$ cat src/rtl/mem_access_unit.sv
// Load/store front end for a word-wide data_memory: sub-word loads/stores, sign/zero extension, RMW for sub-word stores.
// Optional misalignment trap enabled by defining MEM_MISALIGN_TRAP_EN.
module mem_access_unit #(
  parameter int RD_LAT = 1,
  parameter int ADDR_W = 32
) (
  input  logic              clk,
  input  logic              rst,
  input  logic              req_valid,
  output logic              req_ready,
  input  logic              req_we,
  input  logic [1:0]        req_size,
  input  logic              req_unsigned,
  input  logic [ADDR_W-1:0] req_addr,
  input  logic [31:0]       req_wdata,
  output logic              rsp_valid,
  output logic [31:0]       rsp_rdata,
  output logic              rsp_err,
  output logic              mem_W_en,
  output logic              mem_R_en,
  output logic [ADDR_W-1:0] mem_addr,
  output logic [31:0]       mem_din,
  input  logic [31:0]       mem_dout
);
  typedef enum logic [1:0] {IDLE, RD, WR, RSP} state_t;

  state_t      state;
  logic        we_q, uns_q, rd_cnt;
  logic [1:0]  size_q, lane_q;
  logic [15:0] wdata_q;
  logic [7:0]  ld_b;
  logic [15:0] ld_h;
  logic [31:0] ld_data, st_merge;
  logic        trap, rd_last;

  assign req_ready = (state == IDLE);
  assign rd_last   = (rd_cnt == RD_LAT[0]);

`ifdef MEM_MISALIGN_TRAP_EN
  assign trap = ((req_size == 2'b01) && req_addr[0]) || (req_size[1] && (req_addr[1:0] != 2'b00));
`else
  assign trap = 1'b0;
`endif

  // Lane selection relies on latched low address bits; word accesses ignore them.
  always_comb begin
    ld_b     = mem_dout[{lane_q, 3'b000} +: 8];
    ld_h     = mem_dout[{lane_q[1], 4'b0000} +: 16];
    st_merge = mem_dout;
    case (size_q)
      2'b00:   ld_data = {{24{ld_b[7] & ~uns_q}}, ld_b};
      2'b01:   ld_data = {{16{ld_h[15] & ~uns_q}}, ld_h};
      default: ld_data = mem_dout;
    endcase
    if (size_q == 2'b00) st_merge[{lane_q, 3'b000} +: 8] = wdata_q[7:0];
    else                 st_merge[{lane_q[1], 4'b0000} +: 16] = wdata_q;
  end

  always_ff @(posedge clk or posedge rst) begin
    if (rst) begin
      state     <= IDLE;
      we_q      <= 1'b0;
      uns_q     <= 1'b0;
      size_q    <= 2'b00;
      lane_q    <= 2'b00;
      wdata_q   <= '0;
      rd_cnt    <= 1'b0;
      rsp_valid <= 1'b0;
      rsp_rdata <= '0;
      rsp_err   <= 1'b0;
      mem_W_en  <= 1'b0;
      mem_R_en  <= 1'b0;
      mem_addr  <= '0;
      mem_din   <= '0;
    end else begin
      case (state)
        IDLE: if (req_valid) begin
          we_q    <= req_we;
          uns_q   <= req_unsigned;
          size_q  <= req_size;
          lane_q  <= req_addr[1:0];
          wdata_q <= req_wdata[15:0];
          rd_cnt  <= 1'b0;
          if (trap) begin
            state     <= RSP;
            rsp_valid <= 1'b1;
            rsp_err   <= 1'b1;
            rsp_rdata <= '0;
          end else if (req_we && req_size[1]) begin
            state    <= WR;
            mem_W_en <= 1'b1;
            mem_din  <= req_wdata;
            mem_addr <= {req_addr[ADDR_W-1:2], 2'b00};
          end else begin
            state    <= RD;
            mem_R_en <= 1'b1;
            mem_addr <= {req_addr[ADDR_W-1:2], 2'b00};
          end
        end
        RD: if (rd_last) begin
          mem_R_en <= 1'b0;
          if (we_q) begin
            state    <= WR;
            mem_W_en <= 1'b1;
            mem_din  <= st_merge;
          end else begin
            state     <= RSP;
            rsp_valid <= 1'b1;
            rsp_rdata <= ld_data;
          end
        end else begin
          rd_cnt <= rd_cnt + 1'b1;
        end
        WR: begin
          mem_W_en  <= 1'b0;
          state     <= RSP;
          rsp_valid <= 1'b1;
          rsp_rdata <= '0;
        end
        RSP: begin
          rsp_valid <= 1'b0;
          rsp_rdata <= '0;
          rsp_err   <= 1'b0;
          state     <= IDLE;
        end
        default: state <= IDLE;
      endcase
    end
  end
endmodule

$ cat config.mk
export PLATFORM = sky130hd
export DESIGN_NAME = mem_access_unit
export DESIGN_NICKNAME = d
export VERILOG_FILES = /design/src/rtl/mem_access_unit.sv
export SDC_FILE = /design/constraint.sdc
export NUM_CORES = 1
export LEC_CHECK = 0
export ABC_AREA = 1
export CORE_MARGIN = 8
export CORE_UTILIZATION = 35
export CTS_CLUSTER_DIAMETER = 40
export DETAILED_ROUTE_END_ITERATION = 12
export SYNTH_ARGS = -nofsm -noshare
export SYNTH_HDL_FRONTEND = slang
export SYNTH_SLANG_ARGS = --single-unit
$ cat constraint.sdc
create_clock -name clk -period 4.2 [get_ports clk]
set_clock_uncertainty 0.15 [all_clocks]
set_input_delay 0.42 -clock clk [delete_from_list [all_inputs] [get_ports clk]]
set_output_delay 0.42 -clock clk [all_outputs]
set_load 0.005 [all_outputs]
==> flow_summary.yaml <==
sta:
  setup_violations: 0
  grt_setup_unrepaired: "no"
  finalHoldViolations: 0
  hold_ws_ps: 325
  fin_crit_sh_pct: 67.5
  fin_crit_ps: 2840
  worst_pin_slew_ps: 747
  layout_setup_ws_ps: 1360
  max_slew_margin_pct: 50.0
  finalSetupTns_ps: 0
  fmax_mhz: 353
  slew_violations: 0
route:
  wire_per_inst_um: 16.5
  drtIter0Drc: 448
  vias_per_cell: 4.87
  route.detailed.drc: 0
  drtPass1Iterations: 5
  ant_nets: 0
  vias: 7187
  routed_wirelength_um: 24400
global_route:
  antenna_found_initial: 1
  grt_usage_pct: 19.9
  grt_max_degree: 123
  grt_pass1_wl_um: 38500
  globalRouteOverflowTotal: 0
  grt_pass1_vias: 7089
floorplan:
  rows: 51
  die_width_um: 157
  dieArea_mm2: 0.0247
  ios: 204
  dieHeight_um: 157
  core_area_mm2: 0.0195
  start_util_pct: 35.8
power:
  swShare_pct: 44.0
  p_seq_share_pct: 27.3
  ir_worst_vdd_v: 0.000435
  clkPwrFrac_pct: 18.1
  p_total_w: 0.00780
  leakagePower_nw: 4.61
  p_int_w: 0.00437
  combinationalPowerShare_pct: 54.5
  netSwitchingPower_w: 0.00343
  cellPowerDensity_mw_per_mm2: 804
logic_synthesis:
  ys_ff_latch: 122
  yosysWarnings: 0
  synth.distinct_cells: 26
  synth_area_per_cell_um2: 6.80
  ys_seq_area_share_pct: 43.7
  syn_area_mm2: 0.00699
  synthCells: 1028
clock_network:
  clk_latency_ps: 420
  cts_tree: "done"
  cts_buffers: 17
  cts_setup_buffers: 0
  htreeDepth: 4
  cts_root_buffer: "clkbuf_16"
  cts_resized: 0
  clock_path_buffers: 2
  ctsHoldBuffers: 0
  path_clk_slew_ps: 60
  clkSinkCount: 122
setup_path:
  cp-end-kind: "flop"
  worstPathRequired_ps: 4390
  cp_max_fo: 16
  worstPathArrival_ps: 3030
  startpoint_type: "flop"
  worst-setup-path-type: "reg2reg"
worst_hold_path:
  min_path_type: "reg2reg"
placement:
  pre_cts_ws_ps: 1430
  numPortBuffers: 200
  gp_congestion: 0.878
  dp_hpwl_um: 17600
finish:
  final_nets: 1312
  final_layout_size_suffix_gt1_share_pct: 4.21
  fillers: 2008
  antenna_cells: 0
  syn2layout_area_growth_pct: 38.9
run_status:
  status: "complete, no violations"
flow_run:
  cap_violations: 0
## through the flow
step	util (%)	area [µm²]	cells
after CTS	49.7	9700	1476
after detailed placement	46.8	9140	1445
after global routing	49.7	9700	1476
after floorplan	-	6990	1030
final	49.7	9700	1476
after global placement	46.8	9140	1445
## logic make-up after synthesis
group / synth area share, %
compound gates: 12.7
fa+ha+maj: 1.79
buf+inv: 8.33
flops: 43.7
other cells: 0.0537
simple gates: 33.4
## synth_stat cells
master       n  area share, %
ha_1        10            1.8
nor3_1      26            1.9
clkinv_1     5           0.27
nand2_1    359             19
o211ai_1    15            1.6
nor2_1     144            7.7
nand2_4      1           0.16
o21ai_4      1           0.23
nand3_1     52            3.7
buf_2       24            1.7
buf_1        6           0.32
a21oi_1     50            3.6
inv_2        4           0.21
buf_4        4           0.43
nor2_2       3           0.27
o22ai_1      1          0.090
inv_1       73            3.9
o21ai_1      4           0.29
clkbuf_1    24            1.3
o21ai_0     95            6.8
conb_1       1          0.054
nand2_2      1          0.090
buf_6        1           0.16
nand3_4      1           0.25
dfrtp_1    122             44
a2bb2oi_1    1           0.13
## routing by layer
layer / vias up / GRT usage, % / routed length [µm]
met2: 268 / 31.3 / 11300
met1: 3307 / 24.9 / 10400
met5: - / 0 / 10
li1: 3573 / - / -
met3: 37 / 7.51 / 2330
met4: 2 / 6.12 / 420
## area by class of cell
cell class,instances,area (µm²),share of cell area [%]
Clock buffer,24,502,5.17
Sequential cell,122,3050,31.5
Inverter,82,310,3.20
Clock inverter,7,65.1,0.670
Timing Repair Buffer,209,2080,21.5
Tap cell,265,332,3.42
Multi-Input combinational cell,767,3360,34.6
## worst max-delay path, stage by stage, from the launching register on
cell and delay (ps):
dfrtp_1 680, clkinv_1 470, ha_1 360, inv_1 330, nand3_1 210, o21ai_0 260, nand3_1 120, a21oi_1 160
## path summary, 6_finish.rpt
kind	from	end	cells past startpoint	slack [ps]
hold reg to reg	rsp_rdata[25]	rsp_rdata[25]	2	330
max in group asynchronous	rst	rsp_rdata[18]	3	3020
setup reg to reg	lane_q[0]	mem_din[26]	7	1360
min in group asynchronous	rst	mem_addr[21]	3	390
setup / recovery	lane_q[0]	mem_din[26]	7	1360
hold / removal	rsp_rdata[25]	rsp_rdata[25]	2	330
## state kept, by name, indices dropped and copies added, names as in the netlist
register   flops
state          2
uns_q          1
size_q         2
mem_R_en       1
lane_q         2
rd_cnt         1
rsp_rdata     32
mem_addr      30
wdata_q       16
mem_din       32
mem_W_en       1
rsp_valid      1
we_q           1
## power groups by stage
stage,sequential [W],clock [W],combinational [W]
floorplan,0.00208,0,0.00261
global placement,0.00214,0,0.00424
global route,0.00220,0.00149,0.00482
detailed placement,0.00213,0,0.00428
CTS,0.00214,0.00144,0.00430
finish,0.00213,0.00141,0.00426
## cell usage in the layout, fill, tap and decap left out
cell type,count
nand3_4,1
dfrtp_1,122
inv_1,72
ha_2,1
o22ai_1,1
o21ai_4,1
bufinv_16,1
nor3_1,26
clkbuf_1,2
o211ai_1,15
o21ai_0,95
o21ai_1,4
buf_12,1
clkinv_1,5
clkbuf_16,17
clkinv_2,4
conb_1,3
nand2_1,359
buf_4,8
clkdlybuf4s50_1,200
nor2_1,144
nand3_1,52
inv_4,1
a2bb2oi_1,1
inv_2,4
nand2_4,1
nor2_2,3
nand2_2,1
clkbuf_8,5
a21oi_1,50
clkinvlp_4,2
ha_1,9
No activity file was read; power rests on OpenSTA's default activity.
